### src/rtl/ro_puf_array_if.sv
// Control/response bundle for ro_puf_array. The slave side is the PUF block.
// The master side is the key/ID logic, or a test driver.
interface ro_puf_array_if #(
  parameter int NUM_RO    = 16,
  parameter int RESP_BITS = 8
);
  localparam int IDX_W = $clog2(NUM_RO);

  logic                 start;
  logic [IDX_W-1:0]     challenge;
  logic                 busy;
  logic                 done;
  logic                 resp_valid;
  logic [RESP_BITS-1:0] resp;
  logic [RESP_BITS-1:0] unstable;
  logic                 puf_bit_out;
  logic                 led_on;

  modport slave (
    input  start, challenge,
    output busy, done, resp_valid, resp, unstable, puf_bit_out, led_on
  );

  modport master (
    output start, challenge,
    input  busy, done, resp_valid, resp, unstable, puf_bit_out, led_on
  );
endinterface

### src/rtl/ro_puf_array.sv
// Ring-oscillator PUF response generator.
// It counts synchronized RO edges over a fixed window, then compares
// challenge-rotated oscillator pairs one bit per cycle.
//
// state   | meaning
// --------+-------------------------------------------------------------
// IDLE    | waiting for start; the last response is held
// CLEAR   | zero the edge counters, the window counter and the bit index
// COUNT   | count RO edges for WINDOW cycles
// COMPARE | one response/unstable bit per cycle, RESP_BITS cycles
// DONE    | one-cycle done pulse; resp_valid is already high
module ro_puf_array #(
  parameter int NUM_RO    = 16,
  parameter int RESP_BITS = 8,
  parameter int CNT_W     = 16,
  parameter int WINDOW    = 1024,
  parameter int THRESH    = 2
) (
  input  logic              clk,
  input  logic              rst,
  input  logic [NUM_RO-1:0] ro_in,
  ro_puf_array_if.slave     bus
);
  localparam int IDX_W = $clog2(NUM_RO);
  localparam int BI_W  = (RESP_BITS > 1) ? $clog2(RESP_BITS) : 1;
  localparam int WIN_W = $clog2(WINDOW + 1);

  typedef enum logic [2:0] {
    S_IDLE, S_CLEAR, S_COUNT, S_COMPARE, S_DONE
  } state_t;

  state_t state, state_nxt;

  logic [NUM_RO-1:0]    sync1, sync2, sync3, edge_det;
  logic [CNT_W-1:0]     cnt [NUM_RO];
  logic [WIN_W-1:0]     win_cnt;
  logic [BI_W-1:0]      bit_idx;
  logic [IDX_W-1:0]     chal_q, idx_a, idx_b;
  logic [RESP_BITS-1:0] resp_q, unstable_q;
  logic                 valid_q;
  logic                 win_last, bit_last;
  logic                 busy_c, done_c;
  logic                 gt;
  logic                 near;
  logic [CNT_W:0]       diff;

  assign win_last = (win_cnt == WIN_W'(WINDOW - 1));
  assign bit_last = (bit_idx == BI_W'(RESP_BITS - 1));
  assign edge_det = sync2 & ~sync3;

  // Pair indices wrap naturally because NUM_RO is a power of two.
  assign idx_a = IDX_W'({bit_idx, 1'b0}) + chal_q;
  assign idx_b = idx_a + IDX_W'(1);

  // Two-flop synchronizer plus one delay flop for rising-edge detection.
  always_ff @(posedge clk) begin
    if (!rst) begin
      sync1 <= '0;
      sync2 <= '0;
      sync3 <= '0;
    end else begin
      sync1 <= ro_in;
      sync2 <= sync1;
      sync3 <= sync2;
    end
  end

  // Saturating edge counters; they are live only in COUNT.
  always_ff @(posedge clk) begin
    if (!rst) begin
      for (int i = 0; i < NUM_RO; i++) cnt[i] <= '0;
    end else if (state == S_CLEAR) begin
      for (int i = 0; i < NUM_RO; i++) cnt[i] <= '0;
    end else if (state == S_COUNT) begin
      for (int i = 0; i < NUM_RO; i++)
        if (edge_det[i] && (cnt[i] != '1)) cnt[i] <= cnt[i] + CNT_W'(1);
    end
  end

  // Window timer and compare bit index.
  always_ff @(posedge clk) begin
    if (!rst) begin
      win_cnt <= '0;
      bit_idx <= '0;
    end else if (state == S_CLEAR) begin
      win_cnt <= '0;
      bit_idx <= '0;
    end else if (state == S_COUNT) begin
      if (!win_last) win_cnt <= win_cnt + WIN_W'(1);
    end else if (state == S_COMPARE) begin
      if (!bit_last) bit_idx <= bit_idx + BI_W'(1);
    end
  end

  // Pair comparison with an extra bit, so the distance never overflows.
  always_comb begin
    gt   = (cnt[idx_a] > cnt[idx_b]);
    diff = '0;
    if (gt) diff = {1'b0, cnt[idx_a]} - {1'b0, cnt[idx_b]};
    else    diff = {1'b0, cnt[idx_b]} - {1'b0, cnt[idx_a]};
    near = (diff <= (CNT_W + 1)'(THRESH));
  end

  // Challenge latch, response bits and the valid flag.
  always_ff @(posedge clk) begin
    if (!rst) begin
      chal_q     <= '0;
      resp_q     <= '0;
      unstable_q <= '0;
      valid_q    <= 1'b0;
    end else begin
      if (state == S_IDLE && bus.start) begin
        chal_q  <= bus.challenge;
        valid_q <= 1'b0;
      end
      if (state == S_COMPARE) begin
        resp_q[bit_idx]     <= gt;
        unstable_q[bit_idx] <= near;
        // Setting valid on the last compare edge raises it together with done.
        if (bit_last) valid_q <= 1'b1;
      end
    end
  end

  // State register.
  always_ff @(posedge clk) begin
    if (!rst) state <= S_IDLE;
    else      state <= state_nxt;
  end

  // Next-state and status decode.
  always_comb begin
    state_nxt = state;
    busy_c    = 1'b0;
    done_c    = 1'b0;
    case (state)
      S_IDLE:    if (bus.start) state_nxt = S_CLEAR;
      S_CLEAR: begin
        busy_c    = 1'b1;
        state_nxt = S_COUNT;
      end
      S_COUNT: begin
        busy_c = 1'b1;
        if (win_last) state_nxt = S_COMPARE;
      end
      S_COMPARE: begin
        busy_c = 1'b1;
        if (bit_last) state_nxt = S_DONE;
      end
      S_DONE: begin
        done_c    = 1'b1;
        state_nxt = S_IDLE;
      end
      default:   state_nxt = S_IDLE;
    endcase
  end

  assign bus.busy        = busy_c;
  assign bus.done        = done_c;
  assign bus.resp_valid  = valid_q;
  assign bus.resp        = resp_q;
  assign bus.unstable    = unstable_q;
  assign bus.puf_bit_out = valid_q & resp_q[0];
  assign bus.led_on      = valid_q & (unstable_q == '0);

endmodule

### src/flat_wrapper.sv
// flat-port wrapper written by rule: the top's interface ports become plain ports
module ro_puf_array_flat 
#(
  parameter int NUM_RO    = 16,
  parameter int RESP_BITS = 8,
  parameter int CNT_W     = 16,
  parameter int WINDOW    = 1024,
  parameter int THRESH    = 2
)
  (clk, rst, ro_in, bus_start, bus_challenge, bus_busy, bus_done, bus_resp_valid, bus_resp, bus_unstable, bus_puf_bit_out, bus_led_on);
  ro_puf_array_if #(.NUM_RO(NUM_RO), .RESP_BITS(RESP_BITS)) bus_i ();
  input  logic clk;
  input  logic rst;
  input  logic [NUM_RO-1:0] ro_in;
  input wire logic [$bits(bus_i.start)-1:0] bus_start;
  input wire logic [$bits(bus_i.challenge)-1:0] bus_challenge;
  output wire logic [$bits(bus_i.busy)-1:0] bus_busy;
  output wire logic [$bits(bus_i.done)-1:0] bus_done;
  output wire logic [$bits(bus_i.resp_valid)-1:0] bus_resp_valid;
  output wire logic [$bits(bus_i.resp)-1:0] bus_resp;
  output wire logic [$bits(bus_i.unstable)-1:0] bus_unstable;
  output wire logic [$bits(bus_i.puf_bit_out)-1:0] bus_puf_bit_out;
  output wire logic [$bits(bus_i.led_on)-1:0] bus_led_on;
  assign bus_i.start = bus_start;
  assign bus_i.challenge = bus_challenge;
  assign bus_busy = bus_i.busy;
  assign bus_done = bus_i.done;
  assign bus_resp_valid = bus_i.resp_valid;
  assign bus_resp = bus_i.resp;
  assign bus_unstable = bus_i.unstable;
  assign bus_puf_bit_out = bus_i.puf_bit_out;
  assign bus_led_on = bus_i.led_on;
  ro_puf_array #(.NUM_RO(NUM_RO), .RESP_BITS(RESP_BITS), .CNT_W(CNT_W), .WINDOW(WINDOW), .THRESH(THRESH)) u_core (.clk(clk), .rst(rst), .ro_in(ro_in), .bus(bus_i));
endmodule
### config.mk
export PLATFORM = sky130hd
export DESIGN_NAME = ro_puf_array_flat
export DESIGN_NICKNAME = d
export VERILOG_FILES = /design/src/rtl/ro_puf_array_if.sv /design/src/rtl/ro_puf_array.sv /design/src/flat_wrapper.sv
export SDC_FILE = /design/constraint.sdc
export NUM_CORES = 1
export LEC_CHECK = 0
export BUFFER_PORTS_ARGS = -buffer_cell sky130_fd_sc_hd__buf_4
export CAP_MARGIN = 20
export CORE_MARGIN = 10
export CORE_UTILIZATION = 45
export DETAILED_ROUTE_END_ITERATION = 12
export HOLD_SLACK_MARGIN = 0.06
export PLACE_DENSITY = 0.67
export SKIP_CTS_REPAIR_TIMING = 1
export SLEW_MARGIN = 20
export SYNTH_ARGS = -nofsm -noshare
export SYNTH_HDL_FRONTEND = slang
export SYNTH_SLANG_ARGS = --single-unit
### constraint.sdc
create_clock -name clk -period 5.18 [get_ports clk]
set_input_delay 1.036 -clock clk [delete_from_list [all_inputs] [get_ports clk]]
set_output_delay 1.036 -clock clk [all_outputs]
set_load 0.02 [all_outputs]
==> results of run 1 <==
==> how the worst max path moves through the flow <==
stage / to / from / cells past startpoint / slack [ps]
after floorplan: u_core.bus.unstable[0] / u_core.bit_idx[0] / 15 / 30
after global placement: u_core.bus.unstable[7] / u_core.chal_q[1] / 20 / -180
after global routing: u_core.bus.unstable[1] / u_core.chal_q[1] / 17 / -20
final: u_core.bus.unstable[1] / u_core.chal_q[1] / 17 / 90
after detailed placement: u_core.bus.unstable[1] / u_core.chal_q[1] / 20 / -360
after CTS: u_core.bus.unstable[1] / u_core.chal_q[1] / 20 / -370
==> cells in the mapped netlist (5+ instances only) <==
master,n,area (µm²)
sky130_fd_sc_hd__a211oi_1,5,37.5
sky130_fd_sc_hd__a21boi_0,7,52.6
sky130_fd_sc_hd__a21o_1,7,52.6
sky130_fd_sc_hd__a21oi_1,51,255
sky130_fd_sc_hd__a31o_2,5,43.8
sky130_fd_sc_hd__a31oi_1,7,43.8
sky130_fd_sc_hd__and2_1,54,338
sky130_fd_sc_hd__and3_1,41,257
sky130_fd_sc_hd__and4_1,13,114
sky130_fd_sc_hd__buf_1,7,26.3
sky130_fd_sc_hd__buf_2,13,65.1
sky130_fd_sc_hd__clkbuf_1,61,229
sky130_fd_sc_hd__dfxtp_1,102,2040
sky130_fd_sc_hd__edfxtp_1,240,7210
sky130_fd_sc_hd__ha_1,53,663
sky130_fd_sc_hd__inv_1,80,300
sky130_fd_sc_hd__mux2i_1,9,90.1
sky130_fd_sc_hd__mux4_2,161,3630
sky130_fd_sc_hd__nand2_1,172,646
sky130_fd_sc_hd__nand2b_1,11,68.8
sky130_fd_sc_hd__nand3_1,114,571
sky130_fd_sc_hd__nand3b_1,10,75.1
sky130_fd_sc_hd__nand4_1,30,188
sky130_fd_sc_hd__nand4b_1,8,70.1
sky130_fd_sc_hd__nor2_1,337,1260
sky130_fd_sc_hd__nor2b_1,14,87.6
sky130_fd_sc_hd__nor3_1,16,80.1
sky130_fd_sc_hd__o21ai_0,44,220
sky130_fd_sc_hd__o21bai_1,6,45.0
sky130_fd_sc_hd__o31ai_1,8,60.1
sky130_fd_sc_hd__or3_1,34,213
sky130_fd_sc_hd__xnor2_1,96,841
sky130_fd_sc_hd__xor2_1,125,1090
==> stage by stage <==
step / util [%] / power [mW] / cell area [µm²]
2_1_floorplan: - / 5.23 / 21700
3_3_place_gp: 48.0 / 6.10 / 22900
6_report: 51.8 / 9.24 / 24700
4_1_cts: 50.8 / 9.03 / 24200
3_5_place_dp: 48.0 / 6.11 / 22900
5_1_grt: 51.8 / 9.60 / 24700
==> layout by cell type, fill, tap and decap left out, types with 7 or more instances in the layout <==
master	synthesis	final
sky130_fd_sc_hd__edfxtp_1	240	240
sky130_fd_sc_hd__and3_1	41	40
sky130_fd_sc_hd__buf_4	1	111
sky130_fd_sc_hd__ha_1	53	43
sky130_fd_sc_hd__and4_1	13	13
sky130_fd_sc_hd__o31ai_2	1	8
sky130_fd_sc_hd__a21oi_1	51	46
sky130_fd_sc_hd__a21o_1	7	7
sky130_fd_sc_hd__and2_1	54	53
sky130_fd_sc_hd__xnor2_1	96	94
sky130_fd_sc_hd__nand3_1	114	113
sky130_fd_sc_hd__nand2_1	172	171
sky130_fd_sc_hd__or3_1	34	34
sky130_fd_sc_hd__nor2b_1	14	14
sky130_fd_sc_hd__a21boi_0	7	7
sky130_fd_sc_hd__mux4_2	161	161
sky130_fd_sc_hd__dfxtp_1	102	99
sky130_fd_sc_hd__nor2_1	337	337
sky130_fd_sc_hd__nand3b_1	10	10
sky130_fd_sc_hd__o21ai_0	44	43
sky130_fd_sc_hd__nand4b_1	8	8
sky130_fd_sc_hd__inv_1	80	79
sky130_fd_sc_hd__nand4_1	30	30
sky130_fd_sc_hd__xor2_1	125	124
sky130_fd_sc_hd__buf_12	0	7
sky130_fd_sc_hd__a21oi_2	2	7
sky130_fd_sc_hd__clkbuf_16	0	44
sky130_fd_sc_hd__mux2i_1	9	9
sky130_fd_sc_hd__nand2b_1	11	11
sky130_fd_sc_hd__nor3_1	16	15
==> routing by layer <==
| layer | track usage (%) | vias up |
|---|---|---|
| met3 | 3.94 | 141 |
| met4 | 8.33 | 0 |
| met5 | 0 | - |
| met1 | 29.2 | 8182 |
| met2 | 31.9 | 838 |
| li1 | - | 7462 |
==> cells by family after synthesis <==
kind of cell | share of synthesized area [%]
mux | 17.2
compound gates | 5.31
fa+ha+maj | 3.35
xor+xnor | 8.96
buf+inv | 3.01
simple gates | 19.4
flops | 42.8
==> state kept, by name, summed over array words and instances (netlist names) <==
register,cells
u_core.sync3,16
u_core.bus.unstable,8
u_core.sync2,16
u_core.chal_q,4
u_core.bus.resp,8
u_core.sync1,16
u_core.win_cnt,11
u_core.bus.resp_valid,1
u_core.bit_idx,3
u_core.state,3
u_core.cnt,256
==> area by class of cell <==
| cell class | count | area [µm²] |
|---|---|---|
| clock inverter | 22 | 210 |
| clock buffer | 51 | 1140 |
| tap | 615 | 769 |
| sequential | 342 | 9260 |
| inverter | 80 | 300 |
| multi-input combinational | 1500 | 12000 |
| timing repair buffer | 120 | 1030 |
| fill | 4099 | 23000 |
==> power breakdown <==
| part | switching, mW | internal (mW) | total [mW] |
|---|---|---|---|
| logic | 1.57 | 1.27 | 2.84 |
| clock network | 1.23 | 1.68 | 2.91 |
| registers | 0.325 | 3.16 | 3.49 |
==> metrics.txt, run 1 <==
Rel. slew slack=36.3%; kind of cell adding the most delay to the critical path=simple AND/OR/NAND/NOR gates; H-tree level count=2; Hold/Removal Path Class=register to register; DRC=0; Routed met2 length=27800 µm; WL per Instance=22.6 µm; PortBufs=43; die width=239 µm; Fin. Hold Viols=0; Slew Viols, Final=0; highest fanout seen on the critical path=8; Reg2Reg Setup Slack=90 ps; number of iterations in the first detailed-routing pass=5; WS Path Type=register to register; proportion of synthesized chip area in sequential cells=42.8%; antenna diode count=0; nature of the critical path endpoint=register; Reg2Reg Depth=17; via count of the first global-routing pass=15300; Critical Path RT=5660 ps; core area=47600 µm²; total number of placement rows=80; half-perimeter wire length of the detailed placement result=46500 µm; total placed cells including tap cells=2631; length of routed wiring on met1=25400 µm; ordered cell list for the critical path=ha_4, ha_4, buf_4, buf_4, mux4_2, mux4_2, ha_4, and3_1, buf_4, a2111oi_0, nor2_1, nand3_1, or4_1, a211o_1, a31oi_4, nand4_4, o31ai_2; Final Hold Slack=435 ps; async set-or-reset flop fraction in the synthesized netlist=0%; share of final-layout standard cells stronger than drive strength 1=19.4%; Distinct cells, synth=76; max-cap viol count=0; slew at the pin closest to its max-slew limit=953 ps; Die Area=57200 µm²; number of buffers on the longest clock path=3; Cell Area, Synth=21600 µm²; minimum setup slack after placement=-357 ps; Max Clk Rate=0.196 GHz; Setup violations, final=0; final net count=2163; data arrival time of the critical path=5580 ps; count of clock tree sinks=342; Setup TNS Final=0 ps; Area growth syn-to-layout=14.2%; power density relative to cell area=374 nW/µm²; Avg Cell Area, Syn=10.8 µm²; highest-delay cell along the critical path=sky130_fd_sc_hd__mux4_2; overall routed net length=61800 µm; Worst Hold Launch=u_core.sync1[15]; number of warnings issued by yosys=0; number of synthesized flops with an enable pin=240; Remaining Overflow, GRT=0; total routing resource utilization after global routing=21.0%; Max stage delay on crit path=560 ps; min Tclk post-route=5090 ps; Mapped Nets=2085; routability-driven placement congestion ratio=0.961; antenna-violating nets left=0; endpoint with the worst hold slack=u_core.sync2[15]; Final Instance Count excl. Fillers=2730; end of the worst register-to-register path=u_core.bus.unstable[1]; Max rail drop VDD=0.281 mV; via count=16600; count of routing violations after the opening detailed-route iteration=1964; ratio of final minimum period to clock period=98.3%; antenna violations before repair=0; initial core utilization=45.4%; TritonCTS clock tree=built; largest net degree at the start of global routing=69; I/O pin cnt=44; vias per cell=6.09; critical path launch point type=register; flip-flop cell with the highest count after synthesis=sky130_fd_sc_hd__edfxtp_1; startpoint of the worst register-to-register path=u_core.chal_q[1]; met3 wire length=6200 µm; clock latency on the worst-skew pair=590 ps; final setup slack of the worst path=86.0 ps; outcome=finished, final reports clean; clock-pin slew on the worst setup and hold paths=60 ps; crit path buf inv count=3; worst setup skew after layout=28.8 ps; clock root buffer master=sky130_fd_sc_hd__clkbuf_16; top routing layer used=met4; leakage power figure=8.50 nW; total of flip-flops plus latches after synthesis=342; synthesized instance count=2006; wire length of the first global-routing pass=92600 µm; die height=239 µm; Hold Path Stages=1; number of buffers created by CTS=40
Note: power is estimated with default switching activity, not from simulation.
==> run 2: changes to the inputs <==
CORE_MARGIN = default   (was 10)
==> run 2 against run 1 <==
Largest cell class unchanged; global-route usage grew 3.8 points; critical path type unchanged; register-to-register slack gained 60 ps; count of clock-buffer cells in the layout grew 5; first-iteration DRC count shrank 13%.
==> metrics.txt, run 2 (same netlist as run 1, synthesis figures left out) <==
Setup TNS Final=0 ps (unchanged); Die Area=48900 µm² (was 57200 µm²); Max Clk Rate=0.199 GHz (was 0.196 GHz); max-cap viol count=0 (unchanged); WL per Instance=22.4 µm (was 22.6 µm); via count=16600 (about the same); number of inserted filler cells in the final layout=4041 (was 4099); register with the most flip-flops=u_core.cnt (unchanged); total routing resource utilization after global routing=24.8% (was 21.0%); number of iterations in the first detailed-routing pass=7 (was 5); Final Hold Slack=419 ps (was 435 ps); die width=221 µm (was 239 µm); total number of placement rows=79 (was 80); leakage power figure=8.53 nW (was 8.50 nW); DRC=0 (unchanged); Hold/Removal Path Class=register to register (unchanged); largest net degree at the start of global routing=48 (was 69); Setup violations, final=0 (unchanged); Fin. Hold Viols=0 (unchanged); share of final-layout standard cells stronger than drive strength 1=19.5% (was 19.4%); ratio of final minimum period to clock period=97.2% (was 98.3%); Slew Viols, Final=0 (unchanged); overall routed net length=61100 µm (was 61800 µm); core area=47000 µm² (was 47600 µm²); power density relative to cell area=370 nW/µm² (was 374 nW/µm²); highest-delay cell along the critical path=sky130_fd_sc_hd__mux4_2 (unchanged); I/O pin cnt=44 (unchanged); number of buffers created by CTS=39 (was 40); most common cell after layout, fill and taps aside=sky130_fd_sc_hd__nor2_1 (unchanged); nature of the critical path endpoint=register (unchanged); final setup slack of the worst path=144 ps (was 86.0 ps); TritonCTS clock tree=built (unchanged); post-layout total power=9.16 mW (was 9.24 mW); routability-driven placement congestion ratio=1.00 (was 0.961); die height=221 µm (was 239 µm); WS Path Type=register to register (unchanged); ordered cell list for the critical path=ha_4, ha_4, buf_6, mux4_2, mux4_2, ha_2, nand4_4, nor4_4, and3_4, a31oi_2, or4_4, a211o_1, a31oi_4, nand4_4, o31ai_1 (was ha_4, ha_4, buf_4, buf_4, mux4_2, mux4_2, ha_4, and3_1, buf_4, a2111oi_0, nor2_1, nand3_1, or4_1, a211o_1, a31oi_4, nand4_4, o31ai_2); clock-pin slew on the worst setup and hold paths=60 ps (about the same); kind of cell adding the most delay to the critical path=simple AND/OR/NAND/NOR gates (unchanged); critical path launch point type=register (unchanged); antenna violations before repair=1 (was 0); wire length of the first global-routing pass=93600 µm (was 92600 µm); number of buffers on the longest clock path=3 (unchanged); via count of the first global-routing pass=15700 (was 15300); highest fanout seen on the critical path=8 (unchanged); clock root buffer master=sky130_fd_sc_hd__clkbuf_16 (unchanged); Max rail drop VDD=0.274 mV (was 0.281 mV); Rel. slew slack=28.0% (was 36.3%); Max stage delay on crit path=570 ps (was 560 ps); antenna-violating nets left=0 (unchanged); antenna diode count=0 (unchanged); outcome=finished, final reports clean (unchanged); PortBufs=43 (unchanged); initial core utilization=46.0% (was 45.4%); vias per cell=6.09 (about the same); clock latency on the worst-skew pair=580 ps (was 590 ps); minimum setup slack after placement=-346 ps (was -357 ps); instance area after placement=23000 µm² (was 22900 µm²); final net count=2171 (was 2163); worst setup skew after layout=30.6 ps (was 28.8 ps); data arrival time of the critical path=5510 ps (was 5580 ps); H-tree level count=2 (unchanged); Area growth syn-to-layout=14.6% (was 14.2%); half-perimeter wire length of the detailed placement result=46400 µm (was 46500 µm); min Tclk post-route=5040 ps (was 5090 ps); count of clock tree sinks=342 (unchanged); Critical Path RT=5650 ps (was 5660 ps); crit path buf inv count=1 (was 3); slew at the pin closest to its max-slew limit=1080 ps (was 953 ps); count of routing violations after the opening detailed-route iteration=1704 (was 1964); area of all placed cells without fillers=24800 µm² (was 24700 µm²); flip-flop count of the largest register after layout=256 (unchanged); most frequent cells in the layout=sky130_fd_sc_hd__nor2_1 (334), sky130_fd_sc_hd__edfxtp_1 (240), sky130_fd_sc_hd__nand2_1 (169) (was sky130_fd_sc_hd__nor2_1 (337), sky130_fd_sc_hd__edfxtp_1 (240), sky130_fd_sc_hd__nand2_1 (171)); Remaining Overflow, GRT=0 (unchanged)
==> run 2: worst reg2reg max path, stage by stage (launching register included) <==
cell                      delay [ps]
sky130_fd_sc_hd__dfxtp_2         330
sky130_fd_sc_hd__ha_4            270
sky130_fd_sc_hd__ha_4            410
sky130_fd_sc_hd__buf_6           190
sky130_fd_sc_hd__mux4_2          570
sky130_fd_sc_hd__mux4_2          510
sky130_fd_sc_hd__ha_2            410
sky130_fd_sc_hd__nand4_4         170
sky130_fd_sc_hd__nor4_4          270
sky130_fd_sc_hd__and3_4          230
sky130_fd_sc_hd__a31oi_2          50
sky130_fd_sc_hd__or4_4           560
sky130_fd_sc_hd__a211o_1         270
sky130_fd_sc_hd__a31oi_4         160
sky130_fd_sc_hd__nand4_4         240
sky130_fd_sc_hd__o31ai_1         290
==> run 2: where the power goes <==
part / internal (mW) / switching (mW) / total (mW)
registers: 3.16 / 0.341 / 3.50
logic: 1.31 / 1.55 / 2.86
clock network: 1.65 / 1.16 / 2.81
total: 6.11 / 3.05 / 9.16
==> run 2: layout make-up <==
type / count / area, µm² / area share [%]
clock buffer: 56 / 1140 / 4.59
clock inverter: 16 / 164 / 0.662
inverter: 80 / 300 / 1.21
multi-input combinational: 1500 / 12000 / 48.4
sequential: 342 / 9260 / 37.4
tap: 607 / 759 / 3.07
timing repair buffer: 129 / 1160 / 4.67
==> run 2: final timing paths <==
kind / from / endpoint / slack [ps] / depth (start not counted)
worst min-delay path: u_core.sync2[7] / u_core.sync3[7] / 420 / 2
worst max-delay path: u_core.bit_idx[0] / u_core.bus.unstable[2] / 140 / 15
worst max register to register: u_core.bit_idx[0] / u_core.bus.unstable[2] / 140 / 15
worst min register to register: u_core.sync2[7] / u_core.sync3[7] / 420 / 2
==> run 2: stage by stage <==
step           std cells  util [%]
5_1_grt             2730      52.8
4_1_cts             2712      51.8
3_5_place_dp        2640      49.0
2_1_floorplan       2006         -
6_report            2730      52.8
3_3_place_gp        2640      49.0
==> run 2: routing by layer <==
| layer | track usage (%) | up-vias | routed length [µm] |
|---|---|---|---|
| met5 | 0 | - | 0 |
| met4 | 6.61 | 0 | 1680 |
| met1 | 35.8 | 8334 | 26200 |
| li1 | - | 7470 | - |
| met3 | 3.66 | 105 | 5320 |
| met2 | 39.1 | 730 | 28000 |
